### src/rtl/battle_pkg.sv
// Shared types and constants for the battle damage engine.
// Move power tables and the FSM state encoding live here.
package battle_pkg;

    localparam int HP_W = 8;

    typedef enum logic {
        ATK_USER = 1'b0,
        ATK_BOSS = 1'b1
    } attacker_t;

    typedef enum logic [2:0] {
        ST_IDLE,
        ST_FETCH,
        ST_ROLL,
        ST_APPLY,
        ST_RESP
    } dmg_state_t;

    localparam logic [7:0] USER_MOVE_POWER [4] = '{8'd8, 8'd12, 8'd16, 8'd24};
    localparam logic [7:0] BOSS_MOVE_POWER [4] = '{8'd10, 8'd14, 8'd18, 8'd30};

    function automatic logic [8:0] base_power(
        input attacker_t  atk,
        input logic [1:0] id
    );
        if (atk == ATK_USER) begin
            return {1'b0, USER_MOVE_POWER[id]};
        end
        return {1'b0, BOSS_MOVE_POWER[id]};
    endfunction

endpackage

### src/rtl/battle_lfsr.sv
// Free-running 8-bit Fibonacci LFSR, x^8+x^6+x^5+x^4+1.
// Also intended for boss move selection in the battle FSM.
module battle_lfsr (
    input  logic       clk,
    input  logic       reset,
    input  logic [7:0] seed,
    output logic [7:0] out
);

    logic [7:0] lfsr_q;
    logic [7:0] lfsr_d;

    always_comb begin
        lfsr_d = {lfsr_q[6:0], lfsr_q[7] ^ lfsr_q[5] ^ lfsr_q[4] ^ lfsr_q[3]};
    end

    always_ff @(posedge clk) begin
        if (reset) begin
            lfsr_q <= seed;
        end else begin
            lfsr_q <= lfsr_d;
        end
    end

    assign out = lfsr_q;

endmodule

### src/rtl/battle_damage_engine.sv
// Executes user/boss moves: power lookup, crit roll, saturating HP subtract.
// One move per five cycles; init aborts any move and refills both HP bars.
module battle_damage_engine
    import battle_pkg::*;
#(
    parameter int unsigned USER_MAX_HP = 100,
    parameter int unsigned BOSS_MAX_HP = 120,
    parameter int unsigned CRIT_EN     = 1,
    parameter logic [7:0]  LFSR_SEED   = 8'hA5
) (
    input  logic            clk,
    input  logic            reset,
    input  logic            init,
    input  logic            req_valid,
    output logic            req_ready,
    input  logic            attacker,
    input  logic [1:0]      move_id,
    output logic            resp_valid,
    output logic [7:0]      damage,
    output logic            crit,
    output logic [HP_W-1:0] user_hp,
    output logic [HP_W-1:0] boss_hp,
    output logic            user_fainted,
    output logic            boss_fainted
);

    localparam logic [HP_W-1:0] USER_HP_INIT = USER_MAX_HP[HP_W-1:0];
    localparam logic [HP_W-1:0] BOSS_HP_INIT = BOSS_MAX_HP[HP_W-1:0];

    dmg_state_t      state_q, state_d;
    attacker_t       atk_q, atk_d;
    logic [1:0]      mid_q, mid_d;
    logic [8:0]      base_q, base_d;
    logic [7:0]      dmg_q, dmg_d;
    logic            roll_crit_q, roll_crit_d;
    logic [HP_W-1:0] user_hp_q, user_hp_d;
    logic [HP_W-1:0] boss_hp_q, boss_hp_d;
    logic [7:0]      damage_q, damage_d;
    logic            crit_q, crit_d;

    logic [7:0]      lfsr_w;
    logic            roll_hit;
    logic [9:0]      scaled;

    battle_lfsr u_lfsr (
        .clk   (clk),
        .reset (reset),
        .seed  (LFSR_SEED),
        .out   (lfsr_w)
    );

    assign roll_hit = (CRIT_EN != 0) && ((lfsr_w & 8'h07) == 8'h00);

    always_comb begin
        state_d     = state_q;
        atk_d       = atk_q;
        mid_d       = mid_q;
        base_d      = base_q;
        dmg_d       = dmg_q;
        roll_crit_d = roll_crit_q;
        user_hp_d   = user_hp_q;
        boss_hp_d   = boss_hp_q;
        damage_d    = damage_q;
        crit_d      = crit_q;
        scaled      = roll_hit ? {base_q, 1'b0} : {1'b0, base_q};

        if (init) begin
            state_d   = ST_IDLE;
            user_hp_d = USER_HP_INIT;
            boss_hp_d = BOSS_HP_INIT;
            damage_d  = '0;
            crit_d    = 1'b0;
        end else begin
            unique case (state_q)
                ST_IDLE: begin
                    if (req_valid) begin
                        atk_d   = attacker_t'(attacker);
                        mid_d   = move_id;
                        state_d = ST_FETCH;
                    end
                end
                ST_FETCH: begin
                    base_d  = base_power(atk_q, mid_q);
                    state_d = ST_ROLL;
                end
                ST_ROLL: begin
                    roll_crit_d = roll_hit;
                    dmg_d       = (scaled > 10'd255) ? 8'd255 : scaled[7:0];
                    state_d     = ST_APPLY;
                end
                ST_APPLY: begin
                    // The HP write and the reported result land on the same edge.
                    if (atk_q == ATK_USER) begin
                        boss_hp_d = (boss_hp_q > dmg_q) ? boss_hp_q - dmg_q : '0;
                    end else begin
                        user_hp_d = (user_hp_q > dmg_q) ? user_hp_q - dmg_q : '0;
                    end
                    damage_d = dmg_q;
                    crit_d   = roll_crit_q;
                    state_d  = ST_RESP;
                end
                ST_RESP: begin
                    state_d = ST_IDLE;
                end
                default: begin
                    state_d = ST_IDLE;
                end
            endcase
        end
    end

    always_ff @(posedge clk) begin
        if (reset) begin
            state_q     <= ST_IDLE;
            atk_q       <= ATK_USER;
            mid_q       <= '0;
            base_q      <= '0;
            dmg_q       <= '0;
            roll_crit_q <= 1'b0;
            user_hp_q   <= USER_HP_INIT;
            boss_hp_q   <= BOSS_HP_INIT;
            damage_q    <= '0;
            crit_q      <= 1'b0;
        end else begin
            state_q     <= state_d;
            atk_q       <= atk_d;
            mid_q       <= mid_d;
            base_q      <= base_d;
            dmg_q       <= dmg_d;
            roll_crit_q <= roll_crit_d;
            user_hp_q   <= user_hp_d;
            boss_hp_q   <= boss_hp_d;
            damage_q    <= damage_d;
            crit_q      <= crit_d;
        end
    end

    assign req_ready    = (state_q == ST_IDLE);
    assign resp_valid   = (state_q == ST_RESP);
    assign damage       = damage_q;
    assign crit         = crit_q;
    assign user_hp      = user_hp_q;
    assign boss_hp      = boss_hp_q;
    assign user_fainted = (user_hp_q == '0);
    assign boss_fainted = (boss_hp_q == '0);

endmodule
### config.mk
export PLATFORM = sky130hd
export DESIGN_NAME = battle_damage_engine
export DESIGN_NICKNAME = d
export VERILOG_FILES = /design/src/rtl/battle_pkg.sv /design/src/rtl/battle_lfsr.sv /design/src/rtl/battle_damage_engine.sv
export SDC_FILE = /design/constraint.sdc
export NUM_CORES = 1
export LEC_CHECK = 0
export ABC_AREA = 0
export BUFFER_PORTS_ARGS = -buffer_cell sky130_fd_sc_hd__buf_2
export CORE_MARGIN = 2
export CORE_UTILIZATION = 40
export CTS_CLUSTER_DIAMETER = 120
export DETAILED_ROUTE_END_ITERATION = 6
export GPL_ROUTABILITY_DRIVEN = 0
export HOLD_SLACK_MARGIN = 0.1
export PLACE_DENSITY = 0.6
export SETUP_SLACK_MARGIN = 0.02
export SYNTH_ARGS = -nofsm -noshare
export SYNTH_HDL_FRONTEND = slang
export SYNTH_SLANG_ARGS = --single-unit
### constraint.sdc
create_clock -name clk -period 2.1 [get_ports clk]
set_input_delay 0 -clock clk [delete_from_list [all_inputs] [get_ports clk]]
set_output_delay 0 -clock clk [all_outputs]
set_load 0.02 [all_outputs]
[After elaboration in Yosys (flattened, before gate mapping)]
Cells that the tools add are included.
Operators by class
  reduce and logical (&&, ||, !) cells: 10
  eq/ne operators: 5
  bitwise gates (word level): 6
  add/sub/neg operators: 2
  magnitude comparators: 4
  muxes and demuxes: 17
Operator list (count)
  two-way mux 8 bit: 7
  binary-select mux 8 bit (select 2 bit): 2
  zero test 8 bit: 3
  two-way mux 9 bit: 2
  > comparator 8 bit: 2
  subtractor 8 bit: 2
  one-hot mux 3 bit (4 select lines): 1
  > comparator 10 x 8 -> 1 bit (second input constant): 1
  two-way mux 10 bit: 1
  AND reduction 2 bit: 4
  == test 3 x 2 -> 1 bit (second input constant): 2
  == test 3 x 1 -> 1 bit (second input constant): 1
  == test 3 bit (second input constant): 1
  greater-or-equal comparator 3 bit (second input constant): 1
  zero test 3 bit: 1
  two-way mux 1 bit: 3
  two-way mux 3 bit: 1
  inverter 2 -> 3 bit: 1
  AND reduction 3 bit: 1
  XOR 1 bit: 3
  != test 2 bit (second input constant): 1
  inverter 1 bit: 2
  OR reduction 2 bit: 1
Word-level totals
  flip-flop bits (word level): 57
  input port bits: 7
  word-level logic and storage cells: 55

[Logic depth before layout (Yosys ltp)]
  depth in word-level cells: 6
  depth in mapped cells: 9

[Hierarchy]
From an unflattened synthesis, not the netlist that was laid out.
Unflattened totals
  cell total of the unflattened synthesis: 243
  area total of the unflattened synthesis: 2275.9 um^2
By module, submodules not included
  battle_damage_engine: area an instance 1990.7 um^2, instances 1, cells each 222
  battle_lfsr: area an instance 285.3 um^2, instances 1, cells each 21

[Least setup slack after synthesis]
OpenSTA, ideal clock, no wires.
  path type: reg2reg
  from: register boss_hp_q[1], in the netlist boss_hp[1]
  to: register boss_hp_q[7], in the netlist boss_hp[7]
  clock period less this slack: 2075 ps
  setup time: 87 ps
  cell stages (with the launch flop): 10
  setup slack: 25 ps
  data arrival time: 1988 ps
  required time: 2013 ps
  cell sequence: dfxtp_1 inv_1 ha_1 inv_1 fa_1 a21o_1 a21o_1 a2111oi_2 nand4_1 o31ai_1
Between the ends
  longest elaborated chain between the ends: 2
RTL lines
  from (decl): line battle_damage_engine.sv:37  | logic [HP_W-1:0] boss_hp_q, boss_hp_d;
  from (signal assigned): line battle_damage_engine.sv:132  | boss_hp_q <= boss_hp_d;
  subtractor 8 bit / > comparator 8 bit (equally long branches): line battle_damage_engine.sv:94  | boss_hp_d = (boss_hp_q > dmg_q) ? boss_hp_q - dmg_q : '0;
  two-way mux 8 bit *: line battle_damage_engine.sv:94
Every way passes the cells marked *; elsewhere a longest branch is shown, timed or not.
A chain may end at the register's enable or synchronous reset.

[Worst setup path in the final report]
  from: register dmg_q[4]
  to: register user_hp_q[7], in the netlist user_hp[7]
Between the ends
  longest elaborated chain between the ends: 2
RTL lines
  from (decl): line battle_damage_engine.sv:34  | logic [7:0] dmg_q, dmg_d;
  from (signal assigned): line battle_damage_engine.sv:129  | dmg_q <= dmg_d;
  subtractor 8 bit / > comparator 8 bit (equally long branches): line battle_damage_engine.sv:96  | user_hp_d = (user_hp_q > dmg_q) ? user_hp_q - dmg_q : '0;
  two-way mux 8 bit *: line battle_damage_engine.sv:96
  to (signal assigned): line battle_damage_engine.sv:131  | user_hp_q <= user_hp_d;
  to (decl): line battle_damage_engine.sv:36  | logic [HP_W-1:0] user_hp_q, user_hp_d;
Marks and branches as above.

==> impl_metrics.toml <==
[setup_path]
r2r_cells = 8
start_kind = "register"
crit_required_ps = 2330
reg2reg_from = "dmg_q[4]"
rr_endpoint = "user_hp[7]"
critPathKind = "reg2reg"
cp-endpoint = "user_hp[7]"
worstSetupStartpoint = "dmg_q[4]"
arrival_ps = 2200
critical_path.max_fanout = 4
reg2reg_slack_ps = 130
endpoint_kind = "register"

[timing]
setup_viol = 0
fin_skew_ps = 2.00
setup_tns_ps = 0
rsz0062_at_grt = "yes"
slew_viol_final = 0
timing.final.crit_share = 0.939
slew_headroom = 0.497
final.min_clock_period_ps = 1970
tightest_slew_ps = 752
max_freq_mhz = 507
fin_ws_ps = 129
hold_viol = 0

[clock_tree]
cts-root-buf = "clkbuf_8"
h-tree-depth = 2
cts_buffers = 5
clkLatencyLatePin_ps = 290
numClockSinks = 44
cts_tree = "built"
cts_max_path_buffers = 2
clk_pin_slew_ps = 80

[detailed_routing]
drtAntennaViolNets = 0
drt_first_iter_violations = 48
dr_total_vias = 1727
drc_errors = 0
drt_wl_total_mm = 4.54
vias_per_cell = 5.01
wl_per_cell_um = 13.2
firstDrtPassIters = 4

[placement]
pre_cts_ws_ps = -31.0
portBuffers = 30
dp_hpwl_mm = 3.18

[run]
maxCapViolations = 0

[die]
dieArea_um2 = 6080
die-width_um = 78.0
start_util = 0.420
coreArea_um2 = 5200
rows = 26
die_h_um = 78.0
ios = 36

[yosys]
synth.most_common_cell = "dfxtp_1"
yosys.cell_types.count = 49
synth-main-ff-cell = "dfxtp_1"
syn_inst = 233
postSynthAreaPerCell_um2 = 9.39
syn_area_um2 = 2190
synth_top_area_share = 0.403
synthArstFlopShare = 0
ys.warnings.count = 0
synth_seq_area_share = 0.403
ys_seq_elements = 44
yosys.area.top_type = "dfxtp_1"
ys_top_cells_by_count = "44 x dfxtp_1, 29 x nor2_1, 12 x a21oi_1, 12 x inv_1, 11 x mux2i_1"
ys_top_cells_by_area = "dfxtp_1 40%, ha_1 5.7%, mux2i_1 5.0%"
synth-edff-count = 0

[power_and_ir_drop]
vdd_drop_max_v = 0.000472
power.density_nw_per_um2 = 652
leakage_nw = 1.08

[finish]
ff_latch_area_um2 = 887
syn_to_final_growth_pct = 21.3
drive_gt1_frac = 0.236
n_fill_cell = 507
multi_input_area_um2 = 1210
nets = 294
num_antenna_cells = 0

[global_route]
grt_pass1_wl_mm = 7.76
antenna_found_initial = 0
grt_max_degree = 24
gr-total-overflow = 0
grt_pass1_vias = 1669
grt.total_usage = 0.161

[run_status]
outcome = "complete, no violations"

[hold_path]
holdCritPathClass = "in2reg"
-- cell families after synthesis --
| family | count (synthesis) | synth area share |
|---|---|---|
| other | 1 | 0.00171 |
| DFF | 44 | 0.403 |
| AOI/OAI and AO/OA | 45 | 0.153 |
| buffers and inverters | 27 | 0.0657 |
| muxes | 11 | 0.0503 |
| and+or+nand+nor | 84 | 0.216 |
| xor gates and xnor gates | 9 | 0.0360 |
| adders and majority gates | 12 | 0.0755 |
-- cells in the final DEF (no fill, tap or decap), types with 2 or more instances in the layout --
cell type and count:
nor2b_1 6, xor2_1 4, nand3_1 8, or2_2 4, ha_1 8, o21ai_0 4, inv_2 2, buf_4 8
a221o_1 5, nor3_1 7, xnor2_1 5, or3_1 2, dlygate4sd3_1 8, dfxtp_1 41, bufinv_16 2, and3_1 2
fa_2 2, nand2b_1 5, nand2_1 5, buf_2 30, conb_1 5, a21o_1 5, o31a_1 2, o21a_1 3
o41ai_1 2, inv_1 10, mux2i_1 11, dfxtp_2 2, or2_1 2, nor4_1 2, clkbuf_8 5, a21oi_1 11
or4_1 4, nor2_1 29, a211oi_1 3, nand4_1 2
-- timing repair --
| item | CTS | global route |
|---|---|---|
| resized for setup | 3 | 9 |
| buffers inserted | 0 | 1 |
| cloned | 0 | 0 |
| pin swaps | 0 | 6 |
| hold buffers | 8 | 0 |
| endpoints found under the hold margin | 5 | 0 |
| setup endpoints to repair | 1 | 9 |
-- metrics by stage --
| step | hold slack (ps) | total power, mW | instance area (um2) | std cells | utilization |
|---|---|---|---|---|---|
| CTS | 108 | 1.76 | 2620 | 344 | 0.503 |
| floorplan | 71.6 | 0.967 | 2200 | 237 | - |
| finish | 116 | 1.73 | 2650 | 345 | 0.510 |
| detailed placement | 239 | 0.986 | 2390 | 329 | 0.460 |
| global route | 143 | 1.80 | 2650 | 345 | 0.510 |
| global placement | 229 | 0.985 | 2390 | 329 | 0.460 |
-- state kept, by name, summed over array words and instances, names as in the netlist --
register	count
u_lfsr.out	8
boss_hp	7
user_hp	7
damage	5
dmg_q	5
base_q	4
state_q	3
mid_q	2
atk_q	1
crit	1
roll_crit_q	1
-- critical path: stages (launching register included) --
cell	delay (ps)
dfxtp_1	330
inv_1	120
ha_1	360
and3_1	200
a31oi_1	200
o32ai_2	120
buf_4	150
or3_1	300
a21oi_1	140
-- final cells by class --
cell class	count	share of cell area
inverters	12	0.0170
clock buffers	5	0.0259
clock inverters	2	0.0226
repair buffers	46	0.109
multi-input cells	166	0.458
well taps	70	0.0330
flip-flops and latches	44	0.334
-- how the worst min path moves through the flow --
stage          slack (ps)            end  depth (start not counted)  startpoint
2_1_floorplan          70  u_lfsr.out[1]                          1       reset
3_3_place_gp          230       mid_q[0]                          3  move_id[0]
3_5_place_dp          240       mid_q[0]                          3  move_id[0]
4_1_cts               110      base_q[2]                          4        init
5_1_grt               140      base_q[2]                          4        init
6_report              120      base_q[2]                          4        init
-- power breakdown --
group / switching [mW] / leakage, nW / internal, mW
combinational: 0.0570 / 0.653 / 0.0513
clock: 0.285 / 0.0642 / 0.468
sequential: 0.0164 / 0.360 / 0.853
-- routing by layer --
layer / track usage / vias up / share of wire
met5: 0 / - / 0
met4: 0.0596 / 0 / 0.012
met3: 0.0349 / 7 / 0.037
met2: 0.272 / 33 / 0.48
met1: 0.201 / 784 / 0.47
li1: - / 903 / -
Note: power is estimated with default switching activity, not from simulation.
